`src/rtl/decoder_pkg.sv`:
```
// +----------------------------------------------------------------------------+
// | decoder_pkg: shared constants and encoder FSM state type.                  |
// | Revision: 1.0                                                              |
// +----------------------------------------------------------------------------+
`default_nettype none

package decoder_pkg;

    localparam int DEC_WIDTH  = 8;
    localparam int DEC_ADDR_W = 3;

    typedef enum logic [0:0] {
        IDLE = 1'b0,
        EMIT = 1'b1
    } enc_state_t;

endpackage

`default_nettype wire

```
`src/rtl/priority_pick8.sv`:
```
// +----------------------------------------------------------------------------+
// | priority_pick8: index of the lowest (or highest, MSB_FIRST_ORDER_EN) set   |
// | bit of a vector, plus a flag telling whether exactly one bit is set.       |
// | Revision: 1.0                                                              |
// +----------------------------------------------------------------------------+
`default_nettype none

module priority_pick8
    import decoder_pkg::*;
#(
    parameter int WIDTH  = DEC_WIDTH,
    parameter int ADDR_W = DEC_ADDR_W
) (
    input  logic [WIDTH-1:0]  i_vec,
    output logic [ADDR_W-1:0] o_idx,
    output logic              o_single
);

    // The last set bit visited wins, so the loop runs opposite to the
    // desired priority. An all-zero vector yields index 0.
    always_comb begin
        o_idx = '0;
`ifdef MSB_FIRST_ORDER_EN
        for (int i = 0; i < WIDTH; i++) begin
            if (i_vec[i]) o_idx = ADDR_W'(i);
        end
`else
        for (int i = WIDTH - 1; i >= 0; i--) begin
            if (i_vec[i]) o_idx = ADDR_W'(i);
        end
`endif
    end

    assign o_single = (i_vec != '0) && ((i_vec & (i_vec - WIDTH'(1))) == '0);

endmodule

`default_nettype wire

```
`src/rtl/onehot_encoder8x3_seq.sv`:
```
// +----------------------------------------------------------------------------+
// | onehot_encoder8x3_seq: serialises each set bit of an 8-bit pattern into a  |
// | stream of 3-bit addresses. Build option: MSB_FIRST_ORDER_EN.               |
// | Revision: 1.0                                                              |
// +----------------------------------------------------------------------------+
`default_nettype none

module onehot_encoder8x3_seq
    import decoder_pkg::*;
#(
    parameter int WIDTH  = DEC_WIDTH,
    parameter int ADDR_W = DEC_ADDR_W
) (
    input  logic              clk,
    input  logic              rst,
    input  logic              in_valid,
    output logic              in_ready,
    input  logic [WIDTH-1:0]  in_pattern,
    output logic              out_valid,
    input  logic              out_ready,
    output logic [ADDR_W-1:0] out_address,
    output logic              out_last,
    output logic              zero_err
);

    enc_state_t        r_state;
    enc_state_t        w_state_nxt;
    logic [WIDTH-1:0]  r_pending;
    logic [WIDTH-1:0]  w_pending_nxt;
    logic              r_zero_err;
    logic              w_zero_err_nxt;
    logic [ADDR_W-1:0] w_idx;
    logic              w_single;
    logic [WIDTH-1:0]  w_pick_mask;
    logic              w_emit;

    priority_pick8 #(
        .WIDTH  (WIDTH),
        .ADDR_W (ADDR_W)
    ) u_pick (
        .i_vec    (r_pending),
        .o_idx    (w_idx),
        .o_single (w_single)
    );

    assign w_pick_mask = WIDTH'(1) << w_idx;
    assign w_emit      = (r_state == EMIT);

    always_ff @(posedge clk) begin
        if (rst) begin
            r_state    <= IDLE;
            r_pending  <= '0;
            r_zero_err <= 1'b0;
        end else begin
            r_state    <= w_state_nxt;
            r_pending  <= w_pending_nxt;
            r_zero_err <= w_zero_err_nxt;
        end
    end

    always_comb begin
        w_state_nxt    = r_state;
        w_pending_nxt  = r_pending;
        w_zero_err_nxt = 1'b0;
        case (r_state)
            IDLE: begin
                if (in_valid) begin
                    if (in_pattern != '0) begin
                        w_pending_nxt = in_pattern;
                        w_state_nxt   = EMIT;
                    end else begin
                        w_zero_err_nxt = 1'b1;
                    end
                end
            end
            EMIT: begin
                if (out_ready) begin
                    w_pending_nxt = r_pending & ~w_pick_mask;
                    if (w_single) w_state_nxt = IDLE;
                end
            end
            default: w_state_nxt = IDLE;
        endcase
    end

    // Address is forced to zero outside EMIT so idle outputs never leak stale data.
    assign in_ready    = !w_emit;
    assign out_valid   = w_emit;
    assign out_address = w_emit ? w_idx : '0;
    assign out_last    = w_emit && w_single;
    assign zero_err    = r_zero_err;

endmodule

`default_nettype wire
```
`config.mk`:
```
export PLATFORM = sky130hd
export DESIGN_NAME = onehot_encoder8x3_seq
export DESIGN_NICKNAME = d
export VERILOG_FILES = /design/src/rtl/decoder_pkg.sv /design/src/rtl/priority_pick8.sv /design/src/rtl/onehot_encoder8x3_seq.sv
export SDC_FILE = /design/constraint.sdc
export NUM_CORES = 1
export LEC_CHECK = 0
export BUFFER_PORTS_ARGS = -buffer_cell sky130_fd_sc_hd__buf_2
export CORE_MARGIN = 4
export CORE_UTILIZATION = 48
export CTS_CLUSTER_DIAMETER = 150
export DETAILED_ROUTE_END_ITERATION = 6
export PLACE_DENSITY = 0.75
export SETUP_SLACK_MARGIN = 0.4
export SLEW_MARGIN = 0
export SYNTH_ARGS = -nofsm -noshare
export SYNTH_HDL_FRONTEND = slang
export SYNTH_SLANG_ARGS = --single-unit
```
`constraint.sdc`:
```
create_clock -name clk -period 2.2 [get_ports clk]
set_input_delay 0.66 -clock clk [delete_from_list [all_inputs] [get_ports clk]]
set_output_delay 0.66 -clock clk [all_outputs]
set_load 0.005 [all_outputs]
```
; After elaboration in Yosys (flattened, before gate mapping)
; Index checks and enable logic that the tools add are counted.
[op_classes]
bitwise_logic = 5
n_reduce_logical = 8
n_addsub = 1
n_eq_ne = 3
mux = 19
n_shift = 1
[op_table]
columns = operator, count
row1 = $mux 3, 9
row2 = $mux 8, 3
row3 = $and 8x8->8, 2
row4 = $pmux 8 s2, 1
row5 = $reduce_bool 8->1, 2
row6 = $logic_not 8->1, 1
row7 = $not 8->8, 1
row8 = $shl 1x3->8 const A, 1
row9 = $sub 8x1->8 const B, 1
row10 = $ne 2x2->1 const B, 3
row11 = $mux 1, 5
row12 = $reduce_and 3->1, 1
row13 = $reduce_or 3->1, 1
row14 = $logic_and 1x1->1, 2
row15 = $not 1->1, 2
row16 = $pmux 1 s2, 1
row17 = $logic_not 1->1, 1
[word_totals]
in_bits = 12
regBits = 10
wordCells = 40

; Longest topological paths before layout
; Gate-level depths: netlist of the first run.
[logic_depth]
ltp_word = 13
depth_mapped = 6
mapped_depth_nobuf = 5

; Cells and area by module
; From an unflattened synthesis of the first run, not the netlist that was laid out.
[hier_totals]
cells_unflattened = 90
area_unflattened_um2 = 715.7
[by_module_without_submodules]
columns = mod, cells_per_inst, n_inst, area_each_um2
row1 = onehot_encoder8x3_seq, 67, 1, 553.0
row2 = priority_pick8, 23, 1, 162.7

; Worst setup path before layout of the first run
; OpenSTA, ideal clock, no wires.
[synth_path]
path_type = reg2out
startpoint = register r_pending[6]
endpoint = output out_last
path_stages_with_launch = 6
t_required_ns = 1.540
path_slack_ns = 0.279
t_arrival_ns = 1.261
path_cell_list = dfxtp_1 > nor2_1 > xnor2_1 > o221a_2 > o21ai_0 > nor3b_1
[synth_between]
elab_chain_cells = 5
[synth_lines]
columns = item, line_no
row1 = from (decl), onehot_encoder8x3_seq.sv:28  ; logic [WIDTH-1:0] r_pending;
row2 = from (signal assigned), onehot_encoder8x3_seq.sv:56  ; r_pending <= w_pending_nxt;
row3 = $sub 8x1->8, priority_pick8.sv:34  ; assign o_single = (i_vec != '0) && ((i_vec & (i_vec - WIDTH'(1))) == '0);
row4 = $and 8x8->8, priority_pick8.sv:34
row5 = $logic_not 8->1, priority_pick8.sv:34
row6 = $logic_and 1x1->1 *, priority_pick8.sv:34
row7 = $logic_and 1x1->1 *, onehot_encoder8x3_seq.sv:90  ; assign out_last = w_emit && w_single;
row8 = to (decl), onehot_encoder8x3_seq.sv:22  ; output logic out_last,
; Every way passes the cells marked *; elsewhere a longest branch is shown, timed or not.

; Worst setup path after layout of the first run
; Ends and elaborated chain as after synthesis.

==> results.md, run 1 <==
- Outcome: complete, but fails checks
- Failing checks: negative setup slack
- Proportion of layout cells with a drive suffix above 1: 0.469
- Io pins: 19
- Fin Clk Skew: 0.00311 ns
- Internal power: 426 µW
- Logic gate share of total power: 0.381
- EDFF count, synth: 0
- Fin area: 943 µm²
- Placed insts: 115
- # setup viols final: 1
- Fin crit share: 1.00
- Die extent in x: 44.6 µm
- WS Path Type: reg2out
- Register area share after synthesis: 0.312
- Slew Viols, Final: 0
- Core Footprint: 1190 µm²
- Number of cell rows: 12
- CTS Root Cell: clkbuf_4
- Wirelength per Cell: 16.4 µm
- Worst path required time: 1.54 ns
- Final worst slack: -0.000809 ns
- CTS Buffer Depth: 2
- Switching Share: 0.335
- Routed Wire Length: 2.08 mm
- Drt drc: 0
- CTS tree: built
- Top FF cell, synth: dfxtp_1
- Tmin final: 2.20 ns
- Nets: 126
- Syn Area/Cell: 7.46 µm²
- Vias in the first global route: 751
- Clock share of power: 0.258
- Die area: 1990 µm²
- Vias: 783
- Antenna Violating Nets Remaining: 0
- Reg power frac: 0.361
- Initial core utilization: 0.541
- Global-route wire length before repair: 3.40 mm
- DP HPWL: 1.32 mm
- 1st-pass router iterations: 4
- Port Buf Inserts: 18
- Area Growth Syn to Fin: 47.0%
- Fin util: 0.795
- Die Span Y: 44.6 µm
- Endpoint of the worst-slack reg-to-reg timing path: r_pending[3]
- Fmax: 454 MHz
- Antenna fix cells: 0
- Most frequent cells in the layout: buf_2, a21oi_1, nand2_1, nor2_1, buf_4
- Synth Net Count: 98
- Sw power: 215 µW
- Final Non-Filler Cells: 127
- Hold Path Cell Cnt: 2
- R2r worst-path depth: 6
- Vias per Instance: 6.17
- Cts hold-fix bufs: 0
- Clock Latency Late Sink: 0.27 ns
- CTS Buf Count: 3
- Least-Margin Pin Slew: 0.591 ns
- Leak: 0.000390 µW
- Routability cong.: 0.831
- Count of cell types in the netlist: 32
- Worst hold-check path type: reg2reg
- Pre-CTS setup slack: 0.169 ns
- Largest net degree at the start of global routing: 13
- Crit Path Max Fanout: 4
- Synth area leaders: dfxtp_1, a21oi_1, nand2_1
- Gr usage total: 0.235
- Hold Path End: r_pending[7]
- Critical R2R Launch: r_pending[6]
- Max_slew headroom: 0.605
- Fin. Hold Viols: 0
- CP Data Arrival Time: 1.54 ns
- Worst R2R Setup Slack: 0.52 ns
- Maxcap violations: 0
- Seq cells post-synth: 10
- Synth area leader: dfxtp_1
- VDD IR max: 474 µV
- Post-Syn Instances: 86
- Fraction of registers with async set/reset: 0
- Crit. End Element: output pin
- Setup crit start kind: register
- Hold Crit Start: r_pending[7]
- Initial DRC count: 33
- Top cell type's share of synthesized area: 0.312
- Placed cell area: 739 µm²
- RSZ-0062 raised after global routing: true
- Number of sinks on the clock net: 10
- Yosys warns: 0
- Most common cell after layout, fill and taps aside: buf_2
- GR Overflow Total: 0
- Antenna violations before repair: 0
- Clk slew on worst S/H paths: 0.06 ns
- Power Dens Cells: 680 nW/µm²
- Area of the mapped netlist: 642 µm²
- H-tree levels: 1
[cell usage after synthesis (2+ instances only)]
| cell type | count |
|---|---|
| nor2_1 | 9 |
| a22oi_1 | 2 |
| o21ai_1 | 2 |
| o21ai_0 | 7 |
| inv_1 | 5 |
| nand2b_1 | 2 |
| buf_2 | 2 |
| nand2_1 | 10 |
| nor4_1 | 2 |
| a31oi_1 | 2 |
| a21oi_1 | 10 |
| nand3_1 | 3 |
| nor3_1 | 2 |
| dfxtp_1 | 10 |
[stage by stage]
stage                     power [µW]   TNS (ns)  hold slack (ns)
after floorplan                  341          0            0.480
after CTS                        629          0            0.551
after detailed placement         391          0            0.513
after global routing             679     -0.131            0.598
after global placement           388          0            0.513
final                            641  -0.000809            0.551
[how the worst max path moves through the flow]
stage                           to          from  cells past startpoint  slack [ns]
after global routing      out_last  r_pending[6]                      6       -0.13
after detailed placement  out_last  r_pending[7]                      6        0.17
after floorplan           out_last  r_pending[7]                      5        0.40
final                     out_last  r_pending[6]                      5     -0.0008
after CTS                 out_last  r_pending[6]                      5        0.02
after global placement    out_last  r_pending[7]                      6        0.17
[per-layer routing]
layer	up-vias	global-route usage	share of wire
li1	372	-	-
met1	364	0.255	0.37
met2	42	0.413	0.53
met3	5	0.0528	0.079
met4	0	0.127	0.018
met5	-	0	0
[repair_timing]
item,4_1_cts,5_1_grt
setup endpoints to repair,5,4
pin swaps,6,1
resized for setup,26,1
buffers inserted,7,1
[critical path: stages, from the launching register on]
cell	delay, ns
dfxtp_4	0.37
nor4_4	0.33
o21ai_1	0.13
o21ai_2	0.16
nor3b_2	0.16
buf_2	0.13
[power by group through the flow]
stage	logic, µW	registers [µW]	clock network [µW]
floorplan	127	214	0
global placement	161	227	0
detailed placement	163	228	0
CTS	229	230	171
global route	262	234	183
finish	244	232	166
[registers in the layout, summed over array words and instances, names as in the netlist]
register,flops
r_pending,8
out_valid,1
zero_err,1
[area by class of cell]
class / count / area [µm²]
inverter: 5 / 18.8
sequential: 10 / 219
fill: 78 / 243
tap: 14 / 17.5
clock buffer: 4 / 36.3
multi-input combinational: 67 / 462
timing repair buffer: 27 / 190
[cells by family (layout without fill, tap and decap cells)]
group           count (synthesis)  count (layout)  share of synthesized area
xor+xnor                        1               1                     0.0136
buf+inv                         9              36                     0.0682
compound gates                 32              32                      0.335
flops                          10              10                      0.312
simple gates                   34              34                      0.271
No activity file was read; power rests on OpenSTA's default activity.
==> run 2: changes to the inputs <==
--- a/config.mk
+++ b/config.mk
@@ -6,7 +6,7 @@
 export NUM_CORES = 1
 export LEC_CHECK = 0
 export BUFFER_PORTS_ARGS = -buffer_cell sky130_fd_sc_hd__buf_2
-export CORE_MARGIN = 4
+export CORE_MARGIN = 2
 export CORE_UTILIZATION = 48
 export CTS_CLUSTER_DIAMETER = 150
 export DETAILED_ROUTE_END_ITERATION = 6
==> run 2 against run 1 <==
- the run now ends clean
- hold slack better by 0.0038 ns
- die area shrank 17%
- critical path depth is 1 higher
- wire length fell by 12%
- global-route usage grew 1.0 points
- worst setup slack better by 0.024 ns
- critical endpoint unchanged
- largest power group is now sequential cells
==> results.md, run 2 (same netlist as run 1, synthesis figures left out) <==
- Antenna violations before repair: 0
- Critical-path top delay cell: dfxtp_4
- Most frequent cells in the layout: buf_2, a21oi_1, nand2_1, nor2_1
- Initial core utilization: 0.506
- Fin Clk Skew: 0.00346 ns
- GR Overflow Total: 0
- Met3 Resource Use GR: 0.0500
- Die Span Y: 40.6 µm
- Io pins: 19
- Slew Viols, Final: 0
- Die area: 1650 µm²
- Fmax: 459 MHz
- RSZ-0062 raised after global routing: true
- H-tree levels: 1
- Fin crit share: 0.990
- Hold slack final: 0.555 ns
- Least-Margin Pin Slew: 0.619 ns
- Setup TNS: 0 ns
- Clock Latency Late Sink: 0.27 ns
- Wirelength per Cell: 15.1 µm
- Antenna Violating Nets Remaining: 0
- CP Cell Sequence: nor2_4, xnor2_1, o221a_2, o21ai_2, nor3b_2, buf_2
- CTS Root Cell: clkbuf_4
- Core Footprint: 1270 µm²
- CP Data Arrival Time: 1.52 ns
- Antenna fix cells: 0
- Die extent in x: 40.6 µm
- Gr usage total: 0.245
- Number of sinks on the clock net: 10
- DP HPWL: 1.23 mm
- Fin area: 880 µm²
- Power Dens Cells: 687 nW/µm²
- # setup viols final: 0
- Port Buf Inserts: 18
- CTS tree: built
- Met2 usage: 0.413
- Maxcap violations: 0
- Top delay family on crit path: flip-flops
- Drt drc: 0
- Crit. End Element: output pin
- Leak: 0.000359 µW
- Initial DRC count: 38
- CTS Buffer Depth: 2
- VDD IR max: 455 µV
- Nets: 120
- CP bufs+invs: 1
- Setup crit start kind: register
- Vias per Instance: 6.11
- Met1 Usage GRT: 0.275
- Vias in the first global route: 604
- Worst hold-check path type: reg2reg
- Tmin final: 2.18 ns
- 1st-pass router iterations: 4
- Outcome: finished, final reports clean
- Fin. Hold Viols: 0
- Placed cell area: 733 µm²
- Placed insts: 115
- WS Path Type: reg2out
- Max reg flops: 8
- Most common cell after layout, fill and taps aside: buf_2
- CP max stage delay: 0.38 ns
- Max_slew headroom: 0.586
- CTS Buf Count: 3
- Routed Wire Length: 1.84 mm
- Biggest register: r_pending
- Vias: 745
- Number of cell rows: 13
- Final Non-Filler Cells: 122
- Crit Path Max Fanout: 5
- Clk slew on worst S/H paths: 0.07 ns
- Proportion of layout cells with a drive suffix above 1: 0.458
- Routability cong.: 0.919
- GR peak layer: met2
- Area Growth Syn to Fin: 37.0%
- Worst path required time: 1.54 ns
- Global-route wire length before repair: 2.48 mm
- Largest net degree at the start of global routing: 13
[run 2: area by class of cell]
class / count / area (µm²)
clock buffer: 4 / 36.3
fill: 115 / 389
inverter: 5 / 18.8
multi-input combinational: 67 / 470
sequential: 10 / 216
tap: 15 / 18.8
timing repair buffer: 21 / 119
[run 2: per-stage QoR]
step	power (µW)	util	worst slack, ns
after floorplan	341	-	0.403
after global placement	383	0.578	0.184
after global routing	637	0.693	-0.104
after CTS	585	0.664	0.0254
final	604	0.693	0.0229
after detailed placement	386	0.578	0.150
[run 2: power by group]
| part | switching [µW] | internal (µW) |
|---|---|---|
| combinational | 102 | 104 |
| sequential | 35.4 | 197 |
| clock | 64.3 | 101 |
[run 2: path summary, 6_finish.rpt]
path / from / end / slack, ns / cells past startpoint
setup / recovery: r_pending[7] / out_last / 0.02 / 6
hold / removal: r_pending[4] / r_pending[4] / 0.55 / 2
setup reg to reg: r_pending[6] / r_pending[1] / 0.49 / 6
hold reg to reg: r_pending[4] / r_pending[4] / 0.55 / 2
[run 2: timing repair]
action                     in CTS  in global routing
setup endpoints to repair       5                  6
hold buffers                    0                  0
buffers inserted                3                  0
gates resized for setup        16                  9
pin swaps                       1                  1
[run 2: layer usage]
metal / wire [µm] / share of wire
met5: 0 / 0
met4: 81 / 0.044
met3: 137 / 0.075
met2: 906 / 0.49
met1: 711 / 0.39
[run 2: worst reg2reg max path: stages (launching register included)]
cell       delay [ns]
dfxtp_4          0.38
nor4_4           0.34
and3b_4          0.26
buf_4            0.14
a2bb2oi_1        0.16
o21ai_0          0.22
a21oi_1          0.08
